`src/rtl/img_arb_pkg.sv`:
```
// Shared types and default geometry for the image BRAM arbiter.
package img_arb_pkg;

   localparam int IMG_ADDR_W        = 14;
   localparam int IMG_DATA_W        = 8;
   localparam int BRAM_READ_LATENCY = 2;

   typedef enum logic [1:0] {
      TAG_NONE,
      TAG_WR,
      TAG_RD0,
      TAG_RD1
   } arb_tag_t;

endpackage

```
`src/rtl/img_bram_arbiter_tag_pipe.sv`:
```
// Fixed-depth shift register of access tags; reset flushes every stage to TAG_NONE.
module arb_tag_pipe
   import img_arb_pkg::*;
#(
   parameter int DEPTH = 3
) (
   input  logic     clk,
   input  logic     rst_in,
   input  arb_tag_t tag_in,
   output arb_tag_t tag_out
);

   arb_tag_t tag_p [DEPTH];

   always_ff @(posedge clk) begin
      if (rst_in) begin
         for (int i = 0; i < DEPTH; i++) tag_p[i] <= TAG_NONE;
      end else begin
         tag_p[0] <= tag_in;
         for (int i = 1; i < DEPTH; i++) tag_p[i] <= tag_p[i-1];
      end
   end

   assign tag_out = tag_p[DEPTH-1];

endmodule

```
`src/rtl/img_bram_arbiter.sv`:
```
// Shares one BRAM port between the pixel loader (write) and two readers;
// the writer always wins, the readers alternate, read data is routed back by tag.
module img_bram_arbiter
   import img_arb_pkg::*;
#(
   parameter int ADDR_W       = IMG_ADDR_W,
   parameter int DATA_W       = IMG_DATA_W,
   parameter int READ_LATENCY = BRAM_READ_LATENCY
) (
   input  logic              clk,
   input  logic              rst_in,
   input  logic              wr_req_in,
   input  logic [ADDR_W-1:0] wr_addr_in,
   input  logic [DATA_W-1:0] wr_data_in,
   output logic              wr_gnt_out,
   input  logic              rd0_req_in,
   input  logic [ADDR_W-1:0] rd0_addr_in,
   output logic              rd0_gnt_out,
   output logic              rd0_valid_out,
   output logic [DATA_W-1:0] rd0_data_out,
   input  logic              rd1_req_in,
   input  logic [ADDR_W-1:0] rd1_addr_in,
   output logic              rd1_gnt_out,
   output logic              rd1_valid_out,
   output logic [DATA_W-1:0] rd1_data_out,
   output logic [ADDR_W-1:0] bram_addr_out,
   output logic [DATA_W-1:0] bram_din_out,
   output logic              bram_we_out,
   input  logic [DATA_W-1:0] bram_dout_in
);

   // 0 = rd0 was granted last, 1 = rd1 was granted last
   logic     last_rd;
   arb_tag_t tag_p0;
   arb_tag_t tag_ret;

   // Grants are suppressed during reset so no access is promised and then lost.
   always_comb begin
      wr_gnt_out  = ~rst_in & wr_req_in;
      rd0_gnt_out = ~rst_in & ~wr_req_in & rd0_req_in & (~rd1_req_in | last_rd);
      rd1_gnt_out = ~rst_in & ~wr_req_in & rd1_req_in & (~rd0_req_in | ~last_rd);
   end

   always_comb begin
      tag_p0 = TAG_NONE;
      if (wr_gnt_out)       tag_p0 = TAG_WR;
      else if (rd0_gnt_out) tag_p0 = TAG_RD0;
      else if (rd1_gnt_out) tag_p0 = TAG_RD1;
   end

   // Stage boundary: granted request drives the BRAM port one cycle later
   always_ff @(posedge clk) begin
      if (rst_in) begin
         bram_addr_out <= '0;
         bram_din_out  <= '0;
         bram_we_out   <= 1'b0;
         last_rd       <= 1'b1;
      end else begin
         bram_we_out <= wr_gnt_out;
         if (wr_gnt_out) begin
            bram_addr_out <= wr_addr_in;
            bram_din_out  <= wr_data_in;
         end else if (rd0_gnt_out) begin
            bram_addr_out <= rd0_addr_in;
            last_rd       <= 1'b0;
         end else if (rd1_gnt_out) begin
            bram_addr_out <= rd1_addr_in;
            last_rd       <= 1'b1;
         end
      end
   end

   // One extra stage covers the port register in front of the BRAM latency.
   arb_tag_pipe #(
      .DEPTH (READ_LATENCY + 1)
   ) u_tag_pipe (
      .clk     (clk),
      .rst_in  (rst_in),
      .tag_in  (tag_p0),
      .tag_out (tag_ret)
   );

   // Stage boundary: returning tag steers BRAM output to the owning reader
   always_ff @(posedge clk) begin
      if (rst_in) begin
         rd0_valid_out <= 1'b0;
         rd1_valid_out <= 1'b0;
         rd0_data_out  <= '0;
         rd1_data_out  <= '0;
      end else begin
         rd0_valid_out <= (tag_ret == TAG_RD0);
         rd1_valid_out <= (tag_ret == TAG_RD1);
         if (tag_ret == TAG_RD0) rd0_data_out <= bram_dout_in;
         if (tag_ret == TAG_RD1) rd1_data_out <= bram_dout_in;
      end
   end

endmodule
```
`config.mk`:
```
export PLATFORM = sky130hd
export DESIGN_NAME = img_bram_arbiter
export DESIGN_NICKNAME = d
export VERILOG_FILES = /design/src/rtl/img_arb_pkg.sv /design/src/rtl/img_bram_arbiter_tag_pipe.sv /design/src/rtl/img_bram_arbiter.sv
export SDC_FILE = /design/constraint.sdc
export NUM_CORES = 1
export LEC_CHECK = 0
export CAP_MARGIN = 20
export CORE_MARGIN = 1
export CORE_UTILIZATION = 39
export CTS_CLUSTER_SIZE = 10
export DETAILED_ROUTE_END_ITERATION = 6
export PLACE_DENSITY = 0.89
export SYNTH_ARGS = -nofsm -noshare
export SYNTH_HDL_FRONTEND = slang
export SYNTH_SLANG_ARGS = --single-unit
```
`constraint.sdc`:
```
create_clock -name clk -period 1.5 [get_ports clk]
set_input_delay 0.3 -clock clk [delete_from_list [all_inputs] [get_ports clk]]
set_output_delay 0.3 -clock clk [all_outputs]
set_load 0.01 [all_outputs]
```
==> flow_summary.ini <==
[run_status]
status = finished clean

[yosys]
synthSimpleGateAreaFrac_pct = 25.2
synth_nets = 283
synth_area_um2 = 2000
synth_top_family_by_area = simple AND/OR/NAND/NOR gates
synth_compound_area_share_pct = 15.5
synth_cell_types = 30
yosys.area.top_type_share_pct = 48.1
yosys.area.top_type = dfxtp_1
synthTopCellsByArea = dfxtp_1 (48%), nand2_1 (6.6%), a21oi_1 (5.5%), mux2i_1 (5.0%), nor3_1 (3.8%)
synth.mux.area_fraction_pct = 5.01
synth_seq_cells = 48
yosys_warnings = 0
synth_xor_area_share_pct = 0
ys_seq_area_share_pct = 48.1
avgSynthCellArea_um2 = 9.08
syn-instance-count = 220
synth_adder_area_share_pct = 0

[global_routing]
grt_pass1_wl_mm = 8.85
grt_pass1_vias = 1922
antenna_found_initial = 0
grt_use_met2_pct = 36.9
grt.overflow.total = 0
grt_usage_pct = 21.7
grt_busiest_layer = met2
met3_usage_pct = 5.35
grt_max_degree = 25
met1_usage_pct = 26.6

[cells_and_area]
antennaDiodeCount = 0
area_delta_synth_final_pct = 67.6
layoutNonFillerInstCount = 405
final_common_cell = clkdlybuf4s50_1
final_cell_mix = clkdlybuf4s50_1 (67), dfxtp_1 (47), nand2_1 (35), dlymetal6s2s_1 (30)
layout-drive-gt1-share_pct = 15.7
nets = 400

[clock_network]
cts_tree = done
cts-root-buf = clkbuf_8
clockBufferDepth = 2
cts.sinks = 48
cts_buffers = 5
clock_latency_ps = 290
htreeDepth = 2
clkTransAtPathRegs_ps = 80

[die]
core_region_area_um2 = 4820
rows = 25
initial_core_util_pct = 41.5
pin_count = 107
die-area_um2 = 5410
die_h_um = 73.6
dieWidth_um = 73.6

[setup_path]
cp.required_ps = 1200
critPathSlowestCell = clkdlybuf4s50_1
cp_data_arrival_time_ps = 1160
reg2regPathDepth = 3
timing.rr.end = rd0_data_out[2]
crit_end = rd1_data_out[1]
cp.depth = 1
startpoint_type = register
path_class = reg2out
rrSetupSlack_ps = 210
crit_chain = clkdlybuf4s50_1
cp-startpoint = rd1_data_out[1]
crit_path_end_kind = primary output
path_delay_family = buffers and inverters
r2r_start = u_tag_pipe.tag_p[0][5]
cp_max_fo = 2
cp_num_buf_inv = 1
slowest_delay_ps = 530

[place]
gp_congestion = 0.777
dp_hpwl_mm = 4.17
dp.cells = 397
dpl_worst_slack_ps = -586
port_buffers = 106

[sta]
finalWorstSetupSlack_ps = 39.7
finalCritPeriodShare_pct = 97.4
whs_ps = 437
max-slew-margin-rel_pct = 58.5
fin_skew_ps = 5.09
worst_pin_slew_ps = 621
setup_viol = 0
hold_viol = 0
fmax_mhz = 685
period_minus_slack_ps = 1460
fin_tns_setup_ps = 0
slew_viol_final = 0
rsz0062_at_grt = no

[power]
ir_worst_vdd_uv = 544
power_density_nw_per_um2 = 795
p_leak_nw = 1.76

[detailed_routing]
via_per_inst = 4.93
routed_wl_mm = 5.52
antenna_left = 0
dr.first_iter.drc_count = 106
drc = 0
firstDrtPassIters = 4
dr_total_vias = 1997
wl_per_cell_um = 13.6

[flow_run]
drv_cap = 0

[min_path]
worstHoldPathType = reg2reg
metrics by stage:
stage | util [%] | cell area (um^2) | power [W]
floorplan | - | 2000 | 0.00160
global placement | 66.3 | 3190 | 0.00192
detailed placement | 66.3 | 3190 | 0.00193
CTS | 68.2 | 3290 | 0.00270
global route | 69.5 | 3350 | 0.00279
finish | 69.5 | 3350 | 0.00266
what timing repair did:
item,in CTS,in global routing
endpoints found under the setup margin,17,32
hold buffers,0,0
setup buffers,0,0
gates resized for setup,18,32
registers in the layout (all words and copies together), names as in the netlist:
name and count:
bram_addr_out 14, bram_din_out 8, rd0_data_out 8, rd1_data_out 8
u_tag_pipe.tag_p 6, bram_we_out 1, last_rd 1, rd0_valid_out 1
rd1_valid_out 1
logic make-up after synthesis:
kind of cell	after synthesis
AOI/OAI and AO/OA	49
and+or+nand+nor	92
buffers and inverters	21
DFF	48
muxes	10
how the worst min path moves through the flow:
stage	slack, ps	end	startpoint	cells after the start
6_report	440	u_tag_pipe.tag_p[0][5]	u_tag_pipe.tag_p[0][3]	1
2_1_floorplan	410	u_tag_pipe.tag_p[0][2]	u_tag_pipe.tag_p[0][0]	1
3_3_place_gp	420	u_tag_pipe.tag_p[0][2]	u_tag_pipe.tag_p[0][0]	1
5_1_grt	470	u_tag_pipe.tag_p[0][3]	u_tag_pipe.tag_p[0][1]	1
4_1_cts	450	u_tag_pipe.tag_p[0][2]	u_tag_pipe.tag_p[0][0]	1
3_5_place_dp	430	u_tag_pipe.tag_p[0][2]	u_tag_pipe.tag_p[0][0]	1
power breakdown:
part / internal (W) / switching (W) / total [W]
sequential: 0.00133 / 0.0000278 / 0.00136
clock: 0.000375 / 0.000404 / 0.000779
combinational: 0.000314 / 0.000209 / 0.000523
total: 0.00202 / 0.000641 / 0.00266
layout make-up:
| cell class | count | area (um^2) |
|---|---|---|
| Fill cell | 407 | 1470 |
| Timing Repair Buffer | 128 | 1270 |
| Sequential cell | 48 | 962 |
| Multi-Input combinational cell | 151 | 922 |
| Clock buffer | 7 | 86.3 |
| Tap cell | 67 | 83.8 |
| Inverter | 3 | 12.5 |
| Clock inverter | 1 | 7.51 |
synth_stat cells (all sizes together):
cell and count:
o22ai 2, and3 1, nor2 16, nor2b 5, a22oi 6, nor3 20, inv 2, clkbuf 2
a21oi 22, nand2b 2, nand3 9, o21ai 10, o31ai 9, clkinv 1, or2 1, nor4b 2
mux2i 10, nand2 35, dfxtp 48, nor4 1, buf 16
per-layer routing:
metal	up-vias	share of wire, %
met5	-	0
met4	0	1.7
met3	6	6.6
met2	76	51
met1	923	41
li1	992	-
Power figures use the tool's default switching activity.
